## src/rtl/bp_be_issue_queue_pkg.sv

```systemverilog
// Shared types and RISC-V opcode constants for the BE issue queue and its predecoder.
// Used by both the default build and the BP_BE_ISSUE_BYPASS_EN build.
package bp_be_issue_queue_pkg;

    localparam logic [6:0] op_load     = 7'b0000011;
    localparam logic [6:0] op_load_fp  = 7'b0000111;
    localparam logic [6:0] op_misc_mem = 7'b0001111;
    localparam logic [6:0] op_imm      = 7'b0010011;
    localparam logic [6:0] op_auipc    = 7'b0010111;
    localparam logic [6:0] op_imm_32   = 7'b0011011;
    localparam logic [6:0] op_store    = 7'b0100011;
    localparam logic [6:0] op_store_fp = 7'b0100111;
    localparam logic [6:0] op_amo      = 7'b0101111;
    localparam logic [6:0] op_reg      = 7'b0110011;
    localparam logic [6:0] op_lui      = 7'b0110111;
    localparam logic [6:0] op_reg_32   = 7'b0111011;
    localparam logic [6:0] op_fmadd    = 7'b1000011;
    localparam logic [6:0] op_fmsub    = 7'b1000111;
    localparam logic [6:0] op_fnmsub   = 7'b1001011;
    localparam logic [6:0] op_fnmadd   = 7'b1001111;
    localparam logic [6:0] op_fp       = 7'b1010011;
    localparam logic [6:0] op_branch   = 7'b1100011;
    localparam logic [6:0] op_jalr     = 7'b1100111;
    localparam logic [6:0] op_jal      = 7'b1101111;
    localparam logic [6:0] op_system   = 7'b1110011;

    typedef struct packed {
        logic [4:0] rs1_addr;
        logic [4:0] rs2_addr;
        logic [4:0] rs3_addr;
        logic [4:0] rd_addr;
        logic       irs1_v;
        logic       irs2_v;
        logic       frs1_v;
        logic       frs2_v;
        logic       frs3_v;
        logic       iwb_v;
        logic       fwb_v;
        logic       mem_v;
        logic       fence_v;
        logic       csr_w_v;
        logic       long_v;
    } bp_be_isd_predecode_s;

    function automatic logic is_fma(input logic [6:0] opcode);
        return (opcode == op_fmadd) || (opcode == op_fmsub)
            || (opcode == op_fnmsub) || (opcode == op_fnmadd);
    endfunction

endpackage

```

## src/rtl/bp_be_issue_queue_if.sv

```systemverilog
// FE-to-queue and queue-to-detector signals; master drives the requests, slave is the queue.
interface bp_be_issue_queue_if
    import bp_be_issue_queue_pkg::*;
#(
    parameter int vaddr_width_p = 39,
    parameter int instr_width_p = 32
) ();

    logic                     fe_v_i;
    logic [vaddr_width_p-1:0] fe_pc_i;
    logic [instr_width_p-1:0] fe_instr_i;
    logic                     fe_ready_and_o;

    logic                     isd_v_o;
    logic [vaddr_width_p-1:0] isd_pc_o;
    logic [instr_width_p-1:0] isd_instr_o;
    bp_be_isd_predecode_s     isd_status_o;

    logic                     dispatch_v_i;
    logic                     commit_v_i;
    logic                     roll_i;
    logic                     clear_i;
    logic                     empty_o;

    modport master (
        output fe_v_i, fe_pc_i, fe_instr_i, dispatch_v_i, commit_v_i, roll_i, clear_i,
        input  fe_ready_and_o, isd_v_o, isd_pc_o, isd_instr_o, isd_status_o, empty_o
    );

    modport slave (
        input  fe_v_i, fe_pc_i, fe_instr_i, dispatch_v_i, commit_v_i, roll_i, clear_i,
        output fe_ready_and_o, isd_v_o, isd_pc_o, isd_instr_o, isd_status_o, empty_o
    );

endinterface

```

## src/rtl/bp_be_issue_queue_predecode.sv

```systemverilog
// Combinational predecode of the head instruction: raw register fields plus
// register-file usage and hazard-class flags for the detector.
module bp_be_issue_predecode
    import bp_be_issue_queue_pkg::*;
(
    input  logic [31:0]          instr,
    output bp_be_isd_predecode_s status
);

    logic [6:0] opcode;
    logic [2:0] funct3;
    logic [6:0] funct7;
    logic [4:0] funct5;
    logic       fp_from_int;
    logic       fp_to_int;
    logic       fp_two_src;

    assign opcode = instr[6:0];
    assign funct3 = instr[14:12];
    assign funct7 = instr[31:25];
    assign funct5 = instr[31:27];

    // OP-FP subgroups: moves/converts from the integer file, results to the integer file,
    // and the arithmetic/sign-inject/min-max/compare forms that read a second FP source.
    assign fp_from_int = (funct5 == 5'b11010) || (funct5 == 5'b11110);
    assign fp_to_int   = (funct5 == 5'b11000) || (funct5 == 5'b11100) || (funct5 == 5'b10100);
    assign fp_two_src  = (funct5[4:3] == 2'b00) || (funct5 == 5'b10100);

    always_comb begin
        status          = '0;
        status.rs1_addr = instr[19:15];
        status.rs2_addr = instr[24:20];
        status.rs3_addr = instr[31:27];
        status.rd_addr  = instr[11:7];

        if (is_fma(opcode)) begin
            status.frs1_v = 1'b1;
            status.frs2_v = 1'b1;
            status.frs3_v = 1'b1;
            status.fwb_v  = 1'b1;
        end else begin
            case (opcode)
                op_imm, op_imm_32: begin
                    status.irs1_v = 1'b1;
                    status.iwb_v  = 1'b1;
                end
                op_reg, op_reg_32: begin
                    status.irs1_v = 1'b1;
                    status.irs2_v = 1'b1;
                    status.iwb_v  = 1'b1;
                    status.long_v = (funct7 == 7'b0000001) && funct3[2];
                end
                op_lui, op_auipc, op_jal: begin
                    status.iwb_v = 1'b1;
                end
                op_jalr: begin
                    status.irs1_v = 1'b1;
                    status.iwb_v  = 1'b1;
                end
                op_branch: begin
                    status.irs1_v = 1'b1;
                    status.irs2_v = 1'b1;
                end
                op_load: begin
                    status.irs1_v = 1'b1;
                    status.iwb_v  = 1'b1;
                    status.mem_v  = 1'b1;
                end
                op_store: begin
                    status.irs1_v = 1'b1;
                    status.irs2_v = 1'b1;
                    status.mem_v  = 1'b1;
                end
                op_amo: begin
                    status.irs1_v = 1'b1;
                    status.irs2_v = 1'b1;
                    status.iwb_v  = 1'b1;
                    status.mem_v  = 1'b1;
                end
                op_misc_mem: begin
                    status.fence_v = 1'b1;
                end
                op_system: begin
                    status.irs1_v  = (funct3 != 3'b000) && !funct3[2];
                    status.iwb_v   = (funct3 != 3'b000);
                    status.csr_w_v = (funct3 != 3'b000);
                end
                op_load_fp: begin
                    status.irs1_v = 1'b1;
                    status.fwb_v  = 1'b1;
                    status.mem_v  = 1'b1;
                end
                op_store_fp: begin
                    status.irs1_v = 1'b1;
                    status.frs2_v = 1'b1;
                    status.mem_v  = 1'b1;
                end
                op_fp: begin
                    status.irs1_v = fp_from_int;
                    status.frs1_v = !fp_from_int;
                    status.frs2_v = fp_two_src;
                    status.iwb_v  = fp_to_int;
                    status.fwb_v  = !fp_to_int;
                    status.long_v = (funct5 == 5'b01011) || (funct5 == 5'b00011);
                end
                default: ;
            endcase
        end
    end

endmodule

```

## src/rtl/bp_be_issue_queue.sv

```systemverilog
// Issue queue between FE and the BE detector with commit/replay retention.
// Optional same-cycle FE-to-isd bypass is enabled by defining BP_BE_ISSUE_BYPASS_EN.
module bp_be_issue_queue
    import bp_be_issue_queue_pkg::*;
#(
    parameter int els_p         = 8,
    parameter int vaddr_width_p = 39,
    parameter int instr_width_p = 32
) (
    input logic               clk_i,
    input logic               reset_n_i,
    bp_be_issue_queue_if.slave io
);

    localparam int lg_els_lp    = $clog2(els_p);
    localparam int ptr_width_lp = lg_els_lp + 1;

    typedef logic [ptr_width_lp-1:0] ptr_t;

    ptr_t wptr, rptr, cptr;
    ptr_t wptr_n, rptr_n, cptr_n;

    logic [vaddr_width_p-1:0] pc_mem    [els_p];
    logic [instr_width_p-1:0] instr_mem [els_p];

    logic                     full;
    logic                     queued_v;
    logic                     bypass;
    logic                     isd_v;
    logic                     enq;
    logic                     deq;
    logic [vaddr_width_p-1:0] head_pc;
    logic [instr_width_p-1:0] head_instr;

    // Space is only reclaimed by commit, so fullness is measured against cptr, not rptr.
    assign full     = (wptr[lg_els_lp-1:0] == cptr[lg_els_lp-1:0])
                   && (wptr[lg_els_lp] != cptr[lg_els_lp]);
    assign queued_v = (rptr != wptr);

`ifdef BP_BE_ISSUE_BYPASS_EN
    assign bypass = !queued_v && io.fe_v_i && !full && !io.clear_i && !io.roll_i;
`else
    assign bypass = 1'b0;
`endif

    assign isd_v = queued_v || bypass;

    always_comb begin
        enq    = io.fe_v_i && !full && !io.clear_i;
        deq    = isd_v && io.dispatch_v_i && !io.roll_i;
        cptr_n = io.commit_v_i ? cptr + ptr_t'(1) : cptr;
        rptr_n = deq ? rptr + ptr_t'(1) : rptr;
        wptr_n = enq ? wptr + ptr_t'(1) : wptr;
        if (io.roll_i) begin
            rptr_n = cptr_n;
        end
        // A clear leaves only what has already been dispatched, including this cycle's dispatch.
        if (io.clear_i) begin
            wptr_n = rptr_n;
        end
    end

    always_ff @(posedge clk_i or negedge reset_n_i) begin
        if (!reset_n_i) begin
            wptr <= '0;
            rptr <= '0;
            cptr <= '0;
        end else begin
            wptr <= wptr_n;
            rptr <= rptr_n;
            cptr <= cptr_n;
        end
    end

    always_ff @(posedge clk_i) begin
        if (enq) begin
            pc_mem[wptr[lg_els_lp-1:0]]    <= io.fe_pc_i;
            instr_mem[wptr[lg_els_lp-1:0]] <= io.fe_instr_i;
        end
    end

    always_comb begin
        head_pc    = pc_mem[rptr[lg_els_lp-1:0]];
        head_instr = instr_mem[rptr[lg_els_lp-1:0]];
        if (bypass) begin
            head_pc    = io.fe_pc_i;
            head_instr = io.fe_instr_i;
        end
    end

    bp_be_issue_predecode predecode (
        .instr  (head_instr[31:0]),
        .status (io.isd_status_o)
    );

    assign io.fe_ready_and_o = !full;
    assign io.isd_v_o        = isd_v;
    assign io.isd_pc_o       = head_pc;
    assign io.isd_instr_o    = head_instr;
    assign io.empty_o        = (wptr == cptr);

    commit_without_dispatch: assert property (
        @(posedge clk_i) disable iff (!reset_n_i) io.commit_v_i |-> (cptr != rptr)
    );

    pointer_order: assert property (
        @(posedge clk_i) disable iff (!reset_n_i)
        (ptr_t'(wptr - cptr) <= ptr_t'(els_p)) && (ptr_t'(rptr - cptr) <= ptr_t'(wptr - cptr))
    );

endmodule

```

## src/flat_wrapper.sv

```systemverilog
// flat-port wrapper written by rule: the top's interface ports become plain ports
module bp_be_issue_queue_flat import bp_be_issue_queue_pkg::*;
#(
    parameter int els_p         = 8,
    parameter int vaddr_width_p = 39,
    parameter int instr_width_p = 32
)
  (clk_i, reset_n_i, io_fe_v_i, io_fe_pc_i, io_fe_instr_i, io_dispatch_v_i, io_commit_v_i, io_roll_i, io_clear_i, io_fe_ready_and_o, io_isd_v_o, io_isd_pc_o, io_isd_instr_o, io_isd_status_o, io_empty_o);
  bp_be_issue_queue_if #(.vaddr_width_p(vaddr_width_p), .instr_width_p(instr_width_p)) io_i ();
  input logic clk_i;
  input logic reset_n_i;
  input wire logic [$bits(io_i.fe_v_i)-1:0] io_fe_v_i;
  input wire logic [$bits(io_i.fe_pc_i)-1:0] io_fe_pc_i;
  input wire logic [$bits(io_i.fe_instr_i)-1:0] io_fe_instr_i;
  input wire logic [$bits(io_i.dispatch_v_i)-1:0] io_dispatch_v_i;
  input wire logic [$bits(io_i.commit_v_i)-1:0] io_commit_v_i;
  input wire logic [$bits(io_i.roll_i)-1:0] io_roll_i;
  input wire logic [$bits(io_i.clear_i)-1:0] io_clear_i;
  output wire logic [$bits(io_i.fe_ready_and_o)-1:0] io_fe_ready_and_o;
  output wire logic [$bits(io_i.isd_v_o)-1:0] io_isd_v_o;
  output wire logic [$bits(io_i.isd_pc_o)-1:0] io_isd_pc_o;
  output wire logic [$bits(io_i.isd_instr_o)-1:0] io_isd_instr_o;
  output wire logic [$bits(io_i.isd_status_o)-1:0] io_isd_status_o;
  output wire logic [$bits(io_i.empty_o)-1:0] io_empty_o;
  assign io_i.fe_v_i = io_fe_v_i;
  assign io_i.fe_pc_i = io_fe_pc_i;
  assign io_i.fe_instr_i = io_fe_instr_i;
  assign io_i.dispatch_v_i = io_dispatch_v_i;
  assign io_i.commit_v_i = io_commit_v_i;
  assign io_i.roll_i = io_roll_i;
  assign io_i.clear_i = io_clear_i;
  assign io_fe_ready_and_o = io_i.fe_ready_and_o;
  assign io_isd_v_o = io_i.isd_v_o;
  assign io_isd_pc_o = io_i.isd_pc_o;
  assign io_isd_instr_o = io_i.isd_instr_o;
  assign io_isd_status_o = io_i.isd_status_o;
  assign io_empty_o = io_i.empty_o;
  bp_be_issue_queue #(.els_p(els_p), .vaddr_width_p(vaddr_width_p), .instr_width_p(instr_width_p)) u_core (.clk_i(clk_i), .reset_n_i(reset_n_i), .io(io_i));
endmodule
```

## config.mk

```make
export PLATFORM = sky130hd
export DESIGN_NAME = bp_be_issue_queue_flat
export DESIGN_NICKNAME = d
export VERILOG_FILES = /design/src/rtl/bp_be_issue_queue_pkg.sv /design/src/rtl/bp_be_issue_queue_if.sv /design/src/rtl/bp_be_issue_queue_predecode.sv /design/src/rtl/bp_be_issue_queue.sv /design/src/flat_wrapper.sv
export SDC_FILE = /design/constraint.sdc
export NUM_CORES = 1
export LEC_CHECK = 0
export ABC_AREA = 1
export CORE_MARGIN = 10
export CORE_UTILIZATION = 45
export CTS_CLUSTER_DIAMETER = 100
export DETAILED_ROUTE_END_ITERATION = 10
export GPL_ROUTABILITY_DRIVEN = 0
export PLACE_DENSITY = 0.61
export SYNTH_ARGS = -nofsm -noshare
export SYNTH_HDL_FRONTEND = slang
export SYNTH_HIERARCHICAL = 1
export SYNTH_SLANG_ARGS = --single-unit
```

## constraint.sdc

```tcl
create_clock -name clk_i -period 9.3 [get_ports clk_i]
set_clock_uncertainty 0.15 [all_clocks]
set_input_delay 0.93 -clock clk_i [delete_from_list [all_inputs] [get_ports clk_i]]
set_output_delay 0.93 -clock clk_i [all_outputs]
set_load 0.02 [all_outputs]
```

Yosys cells after proc, flatten, opt, wreduce, memory -nomap -nowiden
Memories as Yosys holds them, arrays and structs flattened. Index checks and enable logic that the tools add are counted.

Memories kept: 2. Output and inout bits: 105. Word-level logic and storage cells: 93. Bits of input ports: 78. Register bits after elaboration: 12. Memory bits (writable): 568.

Reductions and logical operators: 29. Muxes and demuxes: 23. Equal/unequal tests: 33. Add/subtract/negate cells: 3.

Memory list: u_core.pc_mem (depth 8, bits a word 39, read ports 1, clocked after Yosys merged registers in 0, write ports 1, RTL line bp_be_issue_queue.sv:23) `logic [vaddr_width_p-1:0] pc_mem [els_p];`; u_core.instr_mem (depth 8, bits a word 32, read ports 1, clocked after Yosys merged registers in 0, write ports 1, RTL line bp_be_issue_queue.sv:24) `logic [instr_width_p-1:0] instr_mem [els_p];`.

Operators with widths (count): equality test 7 bit, second input constant (9); equality test 7 x 6 -> 1 bit, second input constant (6); equality test 5 bit, second input constant (5); 2-to-1 mux 4 bit (6); equality test 7 x 5 -> 1 bit, second input constant (3); adder 4 x 1 -> 4 bit, second input constant (3); OR reduction 11 bit (1); 2-to-1 mux 1 bit (10); OR reduction 10 bit (1); OR reduction 5 bit (2); logical OR 1 bit (8); equality test 7 x 1 -> 1 bit, second input constant (1); equality test 7 x 2 -> 1 bit, second input constant (1); equality test 7 x 3 -> 1 bit, second input constant (1); equality test 7 x 4 -> 1 bit, second input constant (1); logical AND 1 bit (7); zero test 1 bit (6); one-hot mux 1 bit (2 select lines) (3); one-hot mux 1 bit (3 select lines) (2); equality test 5 x 2 -> 1 bit, second input constant (1); equality test 5 x 4 -> 1 bit, second input constant (1); equality test 4 bit (1); 2-to-1 mux 2 bit (2); != test 4 bit (1); 6 further kinds (6).

Logic depth before layout (Yosys ltp)
Word-level depth: 7. Gate-level depth with buffers: 16. Depth with buffers taken out: 12.

Modules after synthesis
Netlist, hierarchy kept.

Modules (own cells, without submodules): bp_be_issue_queue (area each 22725.5 µm², cells an instance 1721, times used 1, sequential area each 17356.6 µm²); bp_be_issue_predecode (area each 579.3 µm², cells an instance 110, times used 1, sequential area each 0.0 µm²).

Least setup slack after synthesis
OpenSTA, ideal clock, no wires.

Path type: in2reg. From: input port io_fe_v_i. To: memory u_core.instr_mem[5][0], enable pin. Data required time: 8562 ps. Arrival: 6146 ps. Slack: 2416 ps. Path buffers: 1. Stages on the path: 3. Library setup time: 588 ps. Cells stage by stage: clkbuf_1 nand3_1 nor3_1.

Word-level cells in the longest chain between the ends: 4.

Ends and longest elaborated chain: start: declaration (RTL line flat_wrapper.sv:12) `input wire logic [$bits(io_i.fe_v_i)-1:0] io_fe_v_i;`; logical AND 1 bit (2 in series) (RTL line bp_be_issue_queue.sv:49) `enq = io.fe_v_i && !full && !io.clear_i;`; 2-to-1 mux 1 bit (RTL line bp_be_issue_queue.sv:76) `if (enq) begin`; 2-to-1 mux 1 bit (not written as such) (RTL line bp_be_issue_queue.sv:78) `instr_mem[wptr[lg_els_lp-1:0]] <= io.fe_instr_i;`; end: declaration (RTL line bp_be_issue_queue.sv:24).

Every way passes these cells.

Worst setup path in the final report
From: register u_core.rptr[0]. To: output port io_isd_status_o[10].

Word-level cells in the longest chain between the ends: 6. Elaborated cells between the ends (all ways): 30. Classes of those cells: eq/ne (19); mux (2); reduce/logical (8); memory (1).

Ends and longest elaborated chain: start: declaration (RTL line bp_be_issue_queue.sv:20) `ptr_t wptr, rptr, cptr;`; start signal: assignment (RTL line bp_be_issue_queue.sv:70) `rptr <= rptr_n;`; memory (8 x 32 bit) (*); branches (longest 4 deep; another with OR reduction 11 bit); 2-to-1 mux 2 bit (*) (RTL line bp_be_issue_queue_predecode.sv:36) `if (is_fma(opcode)) begin`; end: declaration (RTL line flat_wrapper.sv:23) `output wire logic [$bits(io_i.isd_status_o)-1:0] io_isd_status_o;`.

Mark *: on every way between the ends.

==> impl_results.md <==
* Synth unique cells at 37
* Vias in the first global route at between 10,000 and 15,000
* Synth warn at 6
* Multi-input gate area at 0.00513 mm2
* First-pass GRT wire length at 85,300 um
* # rows at 83
* Via Count at 14,731
* Final WS setup at 3.04 ns
* Post-DRT Antenna Nets at 0
* Final hold vios at 0
* WL met1 at 24,500 um
* Top Metal Used: met5
* CTS Buf Count at slightly below 60
* RSZ-0062 raised after global routing: no
* Syn Nets at 1,912
* Setup TNS at 0 ns
* Crit path max fanout at 105
* Final Slew Violations at 0
* Iteration-0 DRC count of the detailed router at 1,143
* # fillers at 4,359
* Tmin final at ~6.3 ns
* CTS H-Tree Depth at 2
* Clock-pin slew on the worst setup and hold paths at 0.06 ns
* P&R area growth vs syn at 17.5%
* Initial Util at 0.454
* Routed wire length at 56,000 um
* Inst Count DP at 2,583
* Setup Buffers After CTS at 0
* Outcome: completed
* Setup WS pre-CTS at 3.71 ns
* Final setup vio count at 0
* # hold bufs at CTS at 0
* Count of non-filler cells in the finished layout at 2,692
* VDD IR max at 0.234 mV
* Post-DP HPWL at a little over 30,000 um
* Syn Std Cell Area at 0.0233 mm2
* Die height at 248 um
* Met3 Routed Length at 3860 um
* Mapped Cells at 1,831
* Port bufs at 182
* Top Ports at 183
* FF/Latch Area at 0.0174 mm2
* Finished Core Util at 0.534
* Relative slew slack at 0.214
* Flop-to-flop setup slack at between 5 and 6 ns
* LEAKAGE at about 9 nW
* # clock sinks at 580
* Critical path required time at 8.22 ns
* PostCTS Resize Cnt at 0
* Synth Register Bits at 580
* Drt wl/cell at 20.8 um
* Drt pass-1 iters at 5
* Met2 WL at around 27,000 um
* Element type at the critical path start: flip-flop
* Worst Hold Class: flip-flop to flip-flop
* Final Cycle Share at 0.673
* Register area share after synthesis at 0.745
* Core footprint at between 0.05 and 0.06 mm2
* Kind of critical path: flip-flop to output pin
* Worst Setup End Kind: output pin
* Fin Hold WS at 0.398 ns
* Skew-Pair Late Insertion Delay at 0.59 ns
* Share of post-route cells with drive strength above 1 at 0.0711
* Pwr/cell area at 340 mW/mm2
* Grt ovf at 0
* Worst Tran Pin Value at 1.18 ns
* Max cap viols at 0
* Fmax achieved at roughly 160 MHz
* Largest net degree at the start of global routing at 111
* Final nets at 2,045
* CTS max path bufs at 3
* Vias/cell at 5.47
* Detailed-route DRC error count at 0
* Clock root cell: clkbuf_16
* GRT Total Usage at 0.179
* Crit path DAT at 5.18 ns
* Die footprint at 0.0613 mm2
* Die W at roughly 250 um
* CTS tree: built
* Syn_area_per_cell at 12.7 um2
* Initial antenna violation count at 5
[Yosys cell counts]
master | number | area, um2
o21ai_1 | 57 | 285
or2_2 | 2 | 12.5
nor2_8 | 1 | 20.0
buf_1 | 5 | 18.8
edfxtp_1 | 568 | 17100
nand4_1 | 10 | 62.6
nor2_1 | 527 | 1980
buf_8 | 2 | 30.0
nor2_4 | 4 | 45.0
and2_1 | 1 | 6.26
mux2_2 | 1 | 11.3
nor3_1 | 7 | 35.0
inv_6 | 1 | 8.76
o211ai_1 | 2 | 15.0
nor2_2 | 1 | 6.26
buf_6 | 12 | 135
xor2_1 | 4 | 35.0
o22ai_1 | 71 | 444
inv_2 | 5 | 18.8
a21boi_0 | 1 | 7.51
o21ai_0 | 228 | 1140
buf_4 | 35 | 263
nand3_1 | 26 | 130
nand2_1 | 65 | 244
buf_2 | 32 | 160
ha_1 | 3 | 37.5
a21oi_1 | 2 | 10.0
nand2_4 | 2 | 22.5
nor3_4 | 1 | 16.3
a31oi_1 | 71 | 444
dfrtp_1 | 12 | 300
o21a_1 | 1 | 7.51
xnor2_1 | 2 | 17.5
clkbuf_1 | 44 | 165
inv_1 | 17 | 63.8
nor4_1 | 1 | 6.26
nand2_2 | 7 | 43.8
[through the flow]
stage          power, mW  instance area [um2]
2_1_floorplan       5.72                23300
3_3_place_gp        7.01                25400
3_5_place_dp        7.05                25400
4_1_cts             9.43                27400
5_1_grt             9.85                27400
6_report            9.32                27400
[layout by cell type, fill, tap and decap left out, types with 10 or more instances in the layout]
cell type,n
o21ai_0,228
nand3_1,26
a31oi_1,71
clkdlybuf4s50_1,182
nor2_1,523
o22ai_1,71
buf_4,20
nand2_1,65
inv_1,17
clkinv_1,10
nand4_1,10
o21ai_1,57
edfxtp_1,568
clkinv_2,15
clkbuf_16,59
dfrtp_1,10
[metal layers]
layer | up-vias | track usage
met1 | 7309 | 0.240
met2 | 431 | 0.293
met5 | - | 0
li1 | 6908 | -
met4 | 6 | 0.0482
met3 | 77 | 0.0366
[worst max-delay path, cell delays in order, from the launching register on]
cell and delay, ns:
dfrtp_4 0.79, inv_8 0.59, buf_4 0.76, o21ai_0 0.16
o22ai_1 0.16, nor2_1 0.06, a31oi_1 0.59, nand2_1 0.22
nor2_1 0.13, nand2_1 0.11, nand3_1 0.12, nor2_1 0.05
nand2_1 0.05, clkdlybuf4s50_1 0.60
[cell type report]
class	count	share of cell area
Antenna cell	2	0.000183
Inverter	23	0.00361
Timing Repair Buffer	202	0.0720
Clock inverter	39	0.0160
Multi-Input combinational cell	1098	0.188
Tap cell	680	0.0311
Sequential cell	580	0.634
Clock buffer	68	0.0552
[path summary, 6_finish.rpt]
kind                                startpoint                      end  cells after the start
worst max-delay path            u_core/rptr[0]      io_isd_status_o[10]                     13
worst min-delay path            u_core/cptr[3]           u_core/cptr[3]                      2
worst max register to register  u_core/wptr[1]  u_core/instr_mem[2][27]                      7
worst min register to register  u_core/cptr[3]           u_core/cptr[3]                      2
max in group asynchronous            reset_n_i           u_core/rptr[1]                      1
min in group asynchronous            reset_n_i           u_core/cptr[2]                      1
[kinds of logic after synthesis]
family,after synthesis,share of synthesized area
XOR/XNOR,6,0.00225
buffers and inverters,153,0.0370
flip-flops,580,0.745
adder cells (fa/ha/maj),3,0.00161
AND/OR/NAND/NOR,655,0.113
AO/OA/AOI/OAI,433,0.101
multiplexers,1,0.000483
[registers in the layout, summed over array words and instances (netlist names)]
name,cells
u_core/pc_mem,312
u_core/cptr,4
u_core/wptr,4
u_core/instr_mem,256
u_core/rptr,4
[power by group]
group	internal, mW	switching (mW)
combinational	1.32	2.37
clock	1.41	0.957
sequential	3.09	0.176
Note: power is estimated with default switching activity, not from simulation.
